===== src/rtl/ascon_block_feeder.sv =====
// Byte-stream front-end for ascon_top: packs AD then PT bytes into 64-bit rate blocks with 10* padding
// and paces start/data pulses to the core's permutation latency (the core has no backpressure).
module ascon_block_feeder #(
  parameter int INIT_WAIT = 13,
  parameter int BLOCK_GAP = 13
) (
  input  logic        clock_i,
  input  logic        resetb_i,
  input  logic        start_i,
  input  logic [7:0]  byte_i,
  input  logic        byte_valid_i,
  input  logic        byte_last_i,
  output logic        byte_ready_o,
  output logic        core_start_o,
  output logic [63:0] data_o,
  output logic        data_valid_o,
  output logic        final_o,
  output logic        busy_o,
  input  logic        end_i
);

  localparam logic [2:0] S_IDLE     = 3'd0;
  localparam logic [2:0] S_START    = 3'd1;
  localparam logic [2:0] S_INIT     = 3'd2;
  localparam logic [2:0] S_RUN      = 3'd3;
  localparam logic [2:0] S_FINAL    = 3'd4;
  localparam logic [2:0] S_WAIT_END = 3'd5;

  localparam logic SEG_AD = 1'b0;
  localparam logic SEG_PT = 1'b1;

  localparam logic [63:0] PAD_BLOCK = 64'h8000_0000_0000_0000;

  logic [2:0]  state;
  logic [7:0]  gap;
  logic [63:0] fill;
  logic [2:0]  cnt;
  logic        complete;
  logic        padded;
  logic        pad_pending;
  logic        seg;

  logic        active;
  logic        issue;
  logic        last_pad;
  logic        accept;
  logic        final_fire;

  logic [63:0] fill_base;
  logic [2:0]  cnt_base;
  logic [63:0] fill_n;
  logic [2:0]  cnt_n;
  logic        complete_n;
  logic        padded_n;
  logic        pend_n;
  logic        seg_n;
  logic [5:0]  byte_shift;
  logic [5:0]  pad_shift;

  assign active     = (state == S_START) || (state == S_INIT) || (state == S_RUN);
  assign issue      = ((state == S_INIT) || (state == S_RUN)) && complete && (gap == 8'd0);
  assign last_pad   = padded && (seg == SEG_PT);
  assign final_fire = (state == S_FINAL) && (gap == 8'd0);
  assign busy_o     = (state != S_IDLE);

  // A byte may enter in the same cycle its predecessor block is issued, except after the closing PT block.
  assign byte_ready_o = active && !pad_pending && (!complete || (issue && !last_pad));
  assign accept       = byte_valid_i && byte_ready_o;

  always_comb begin
    fill_base  = fill;
    cnt_base   = cnt;
    complete_n = complete;
    padded_n   = padded;
    pend_n     = pad_pending;
    seg_n      = seg;
    if (issue) begin
      cnt_base = 3'd0;
      if (pad_pending && !padded) begin
        fill_base  = PAD_BLOCK;
        complete_n = 1'b1;
        padded_n   = 1'b1;
      end else begin
        fill_base  = 64'd0;
        complete_n = 1'b0;
        padded_n   = 1'b0;
        if (padded) begin
          pend_n = 1'b0;
          if (seg == SEG_AD) begin
            seg_n = SEG_PT;
          end
        end
      end
    end
    byte_shift = {3'(3'd7 - cnt_base), 3'b000};
    pad_shift  = {3'(3'd6 - cnt_base), 3'b000};
    fill_n     = fill_base;
    cnt_n      = cnt_base;
    if (accept) begin
      fill_n = fill_n | ({56'd0, byte_i} << byte_shift);
      cnt_n  = cnt_base + 3'd1;
      if (byte_last_i) begin
        complete_n = 1'b1;
        if (cnt_base != 3'd7) begin
          fill_n   = fill_n | ({56'd0, 8'h80} << pad_shift);
          padded_n = 1'b1;
        end else begin
          pend_n   = 1'b1;
          padded_n = 1'b0;
        end
      end else if (cnt_base == 3'd7) begin
        complete_n = 1'b1;
      end
    end
  end

  // Gap counter: one shared pacing timer for the init wait and the inter-block spacing.
  always_ff @(posedge clock_i or negedge resetb_i) begin
    if (!resetb_i) begin
      gap <= 8'd0;
    end else if (issue || final_fire) begin
      gap <= 8'(BLOCK_GAP - 1);
    end else if (state == S_START) begin
      gap <= 8'(INIT_WAIT - 1);
    end else if (gap != 8'd0) begin
      gap <= gap - 8'd1;
    end
  end

  always_ff @(posedge clock_i or negedge resetb_i) begin
    if (!resetb_i) begin
      state        <= S_IDLE;
      fill         <= 64'd0;
      cnt          <= 3'd0;
      complete     <= 1'b0;
      padded       <= 1'b0;
      pad_pending  <= 1'b0;
      seg          <= SEG_AD;
      data_o       <= 64'd0;
      data_valid_o <= 1'b0;
      final_o      <= 1'b0;
      core_start_o <= 1'b0;
    end else begin
      data_valid_o <= 1'b0;
      final_o      <= 1'b0;
      core_start_o <= 1'b0;
      if (state == S_IDLE) begin
        if (start_i) begin
          fill        <= 64'd0;
          cnt         <= 3'd0;
          complete    <= 1'b0;
          padded      <= 1'b0;
          pad_pending <= 1'b0;
          seg         <= SEG_AD;
        end
      end else begin
        fill        <= fill_n;
        cnt         <= cnt_n;
        complete    <= complete_n;
        padded      <= padded_n;
        pad_pending <= pend_n;
        seg         <= seg_n;
      end
      if (issue) begin
        data_o       <= fill;
        data_valid_o <= 1'b1;
      end
      case (state)
        S_IDLE: begin
          if (start_i) begin
            state <= S_START;
          end
        end
        S_START: begin
          core_start_o <= 1'b1;
          state        <= S_INIT;
        end
        S_INIT, S_RUN: begin
          if (issue && last_pad) begin
            state <= S_FINAL;
          end else if ((state == S_INIT) && (gap == 8'd0)) begin
            state <= S_RUN;
          end
        end
        S_FINAL: begin
          if (final_fire) begin
            data_o       <= 64'd0;
            data_valid_o <= 1'b1;
            final_o      <= 1'b1;
            state        <= S_WAIT_END;
          end
        end
        S_WAIT_END: begin
          if (end_i) begin
            state <= S_IDLE;
          end
        end
        default: state <= S_IDLE;
      endcase
    end
  end

endmodule

===== config.mk =====
export PLATFORM = sky130hd
export DESIGN_NAME = ascon_block_feeder
export DESIGN_NICKNAME = d
export VERILOG_FILES = /design/src/rtl/ascon_block_feeder.sv
export SDC_FILE = /design/constraint.sdc
export NUM_CORES = 1
export LEC_CHECK = 0
export ABC_CLOCK_PERIOD_IN_PS = 5200
export BUFFER_PORTS_ARGS = -buffer_cell sky130_fd_sc_hd__buf_4
export CAP_MARGIN = 5
export CORE_MARGIN = 1.5
export CORE_UTILIZATION = 40
export CTS_CLUSTER_DIAMETER = 40
export DETAILED_ROUTE_END_ITERATION = 7
export GPL_ROUTABILITY_DRIVEN = 1
export GPL_TIMING_DRIVEN = 0
export RECOVER_POWER = 100
export SYNTH_ARGS = -nofsm -noshare
export SYNTH_HDL_FRONTEND = slang
export SYNTH_SLANG_ARGS = --single-unit

===== constraint.sdc =====
create_clock -name clock_i -period 5.2 [get_ports clock_i]
set_input_delay 1.04 -clock clock_i [delete_from_list [all_inputs] [get_ports clock_i]]
set_output_delay 1.04 -clock clock_i [all_outputs]
set_load 0.1 [all_outputs]

==> flow_metrics.py <==
metrics = {
    "drt": {
        "drtIter0Drc": 324,
        "avgRoutedWirePerCell_um": 17.50,
        "drt_pre_antenna_iters": 4,
        "drc": 0,
        "vias": 4776,
        "antenna_violating_nets_post_route": 0,
        "vias_per_cell": 5.366,
        "finalWirelength_um": 15570,
    },
    "layout": {
        "n_diodes": 0,
        "fin_util_pct": 48.13,
        "finish.instance_area_um2": 7317,
        "finalNetCount": 708,
        "syn_to_final_growth_pct": 17.45,
        "n_fill_cell": 1455,
        "final_layout_size_suffix_gt1_share_pct": 5.840,
        "finalNonFillerCells": 890,
    },
    "clock_tree": {
        "worstSkewPairLatency_ps": 420,
        "htree_num_levels": 4,
        "post_cts_hold_buffer_count": 0,
        "cts.reportedPaths.clkPinSlew_ps": 60,
        "post_cts.resized_instances": 0,
        "clock_net_sink_count": 149,
        "post_cts.repair.setup_buffers": 0,
        "ctsRootBufferMaster": "clkbuf_16",
        "clk_path_buf_depth": 2,
        "cts_made_buffers": 17,
        "cts_tree": "yes",
    },
    "placed_design": {
        "place.detailed.instances": 858,
        "detailedPlacementHpwl_um": 10560,
        "port_buffers": 75,
        "place_area_um2": 7059,
        "gpl.final_weighted_congestion": 0.8816,
    },
    "worst_setup_path": {
        "arrival_ps": 4450,
        "worst-r2r-cell-count": 10,
        "worstPathMaxFanout": 10,
        "path_delay_family": "simple AND/OR/NAND/NOR gates",
        "critical-path-max-stage-delay_ps": 1060,
        "worstReg2RegStart": "gap[2]$_DFFE_PN0P_",
        "cpMaxStageDelayCell": "nor4_1",
        "ff2ff_setup_slack_ps": 1100,
        "timing.rr.end": "fill[23]$_DFFE_PN0N_",
        "timing.setup.critical_path_class": "flip-flop to flip-flop",
        "required_time_of_the_critical_path_ps": 5550,
        "crit_path_cell_trace": "nor4_1, nand4b_1, clkbuf_1, clkbuf_1, nand2_1, ha_1, and2_0, a31o_2, a32oi_1, o21ai_0",
        "critPathMostFrequentCell": "clkbuf_1",
        "critical_path.n_buffers_inverters": 2,
        "timing.critical_path.to_type": "flip-flop",
        "worst_setup_path_start_kind": "flip-flop",
    },
    "min_path": {
        "worstHoldStart": "fill[23]$_DFFE_PN0N_",
        "hold-path-endpoint": "fill[23]$_DFFE_PN0N_",
        "hold_path_class": "flip-flop to flip-flop",
        "timing.hold.worst_path_depth": 2,
    },
    "run": {
        "maxCapViolCount": 1,
    },
    "power_and_ir_drop": {
        "clkPwrFrac_pct": 21.8,
        "worst_ir_drop_on_vdd_mv": 0.3661,
        "switching_part_of_the_total_power_pct": 48.24,
        "power.net_switching_mw": 2.605,
        "cellInternalPower_mw": 2.795,
        "sequentialPowerShare_pct": 34.6,
        "power_frac_comb_pct": 43.6,
        "design_power_total_mw": 5.400,
        "cellLeakagePower_nw": 3.222,
        "power_density_over_the_cells_nw_per_um2": 738.1,
    },
    "run_status": {
        "failed_checks": "capacitance limit, slew limit",
        "run_status": "complete, but fails checks",
    },
    "sta": {
        "worst_pin_slew_ps": 3233,
        "finalSetupViolCount": 0,
        "rsz0062_at_grt": "no",
        "maxSlewHeadroom_pct": -115.6,
        "maximum_clock_rate_ghz": 0.2436,
        "finalMaxSlewViolations": 60,
        "minimum_clock_period_after_layout_ps": 4105,
        "finalHoldViolations": 0,
        "fin_tns_setup_ps": 0,
        "timing.final.crit_share_pct": 78.94,
        "worst_clock_skew_ps": 8.121,
    },
    "synthesis": {
        "syn_nets": 613,
        "async_reset_ff_share_pct": 100.0,
        "ys_dominant_reg_cell": "dfrtp_1",
        "number_of_instances_in_the_synthesized_netlist": 594,
        "ffs_latches_synth": 149,
        "synth.yosys.seq_area_share_pct": 59.85,
        "synth_area_leader_cell": "dfrtp_1",
        "syn-mean-instance-area_um2": 10.49,
        "total_standard_cell_area_after_synthesis_um2": 6230,
        "synth.top_cells.by_area": "dfrtp_1 (60%), nand2_1 (9.0%), a22o_1 (8.7%), a21oi_1 (5.8%), clkbuf_1 (1.5%)",
        "synthDistinctLibCells": 50,
        "synthDominantCellAreaShare_pct": 59.85,
        "synth_enable_flop_cells": 0,
        "yosys_warnings": 0,
    },
    "floorplan": {
        "fp.dieH_um": 127.8,
        "rows": 45,
        "start_util_pct": 40.98,
        "design.portCount": 83,
        "floorplan.core_area_um2": 15200,
        "dieWidth_um": 127.8,
        "die_ar_um2": 16330,
    },
    "global_route": {
        "globalRouteOverflowTotal": 0,
        "via_count_of_the_first_global_routing_pass": 4842,
        "global_route_wire_length_before_repair_um": 25450,
        "grt_antenna_before_repair": 0,
        "grtUsageTotal_pct": 20.22,
        "grt_start_max_net_pins": 91,
    },
}
## power groups by stage
| stage | registers, mW | clock network, mW | logic (mW) |
|---|---|---|---|
| after floorplan | 3.10 | 0 | 0.754 |
| after global placement | 1.88 | 0 | 2.49 |
| after detailed placement | 1.89 | 0 | 2.53 |
| after CTS | 1.88 | 1.19 | 2.53 |
| after global routing | 1.93 | 1.25 | 2.50 |
| final | 1.87 | 1.18 | 2.36 |
## Yosys cell counts, types with 6 or more instances
cell type / n
dfrtp_1: 149
inv_1: 8
nor2_1: 16
o21ai_0: 6
nand2_1: 149
a21oi_1: 72
clkbuf_1: 25
a22o_1: 62
buf_1: 9
nand3_1: 8
buf_2: 10
## per-stage QoR
step           setup WS, ps  hold WS (ps)
2_1_floorplan          2376         449.7
3_3_place_gp           1801         473.5
3_5_place_dp           1682         479.8
4_1_cts                1652         491.7
5_1_grt               789.8         513.8
6_report               1095         487.2
## sequential cells by signal (all words and copies together), names as in the netlist
name          cells
cnt               3
complete          1
core_start_o      1
data_o           64
data_valid_o      1
fill             64
final_o           1
gap               8
pad_pending       1
padded            1
seg               1
state             3
## worst max path at each step
stage	startpoint	to	slack [ps]	cells past startpoint
after floorplan	gap[0]$_DFFE_PN0P_	byte_ready_o	2380	5
after global placement	gap[0]$_DFFE_PN0P_	fill[23]$_DFFE_PN0N_	1800	12
after detailed placement	gap[0]$_DFFE_PN0P_	fill[23]$_DFFE_PN0N_	1680	12
after CTS	gap[0]$_DFFE_PN0P_	fill[23]$_DFFE_PN0N_	1650	12
after global routing	gap[2]$_DFFE_PN0P_	fill[23]$_DFFE_PN0N_	790	10
final	gap[2]$_DFFE_PN0P_	fill[23]$_DFFE_PN0N_	1100	10
## final cells by class
class	count	area (µm²)	area share, %
timing repair buffer	76	331.6	4.531
inverter	8	30.03	0.4104
clock inverter	2	37.54	0.5130
tap	188	235.2	3.215
sequential	149	3729	50.96
multi-input combinational	392	2256	30.83
buffer	45	173.9	2.377
clock buffer	30	524.3	7.165
## metal layers
layer | GRT usage, % | part of all wire, % | vias to the layer above
li1 | - | - | 2264
met1 | 27.65 | 47 | 2355
met2 | 31.18 | 46 | 134
met3 | 4.466 | 4.8 | 23
met4 | 8.658 | 2.2 | 0
met5 | 0 | 0 | -
## worst register-to-register path, cell delays in order, from the launching register on
cell,delay (ps)
dfrtp_1,420
nor4_1,1060
nand4b_1,830
clkbuf_1,470
clkbuf_1,310
nand2_1,170
ha_1,160
and2_0,200
a31o_2,170
a32oi_1,60
o21ai_0,180
## cells by family after synthesis
kind of cell / synth area share (%)
muxes: 0.3214
buffers and inverters: 3.455
xor gates and xnor gates: 1.125
adders and majority gates: 1.004
AOI/OAI and AO/OA: 18.32
and+or+nand+nor: 15.93
DFF: 59.85
## placed cells by master, fill, tap and decap left out, types with 4 or more instances in the layout
cell type / n
buf_1: 8
nor3_1: 5
nor2b_1: 5
buf_4: 6
xnor2_1: 5
nand3_1: 8
nor3b_1: 4
a21oi_1: 72
nand2_1: 149
clkbuf_1: 110
nor4_1: 4
a22o_1: 62
clkbuf_8: 5
buf_2: 4
nor2_1: 16
ha_1: 5
inv_1: 8
nand2b_1: 5
dfrtp_1: 149
and2_0: 4
clkbuf_16: 17
o21ai_0: 7
(Power assumes the default switching activity.)
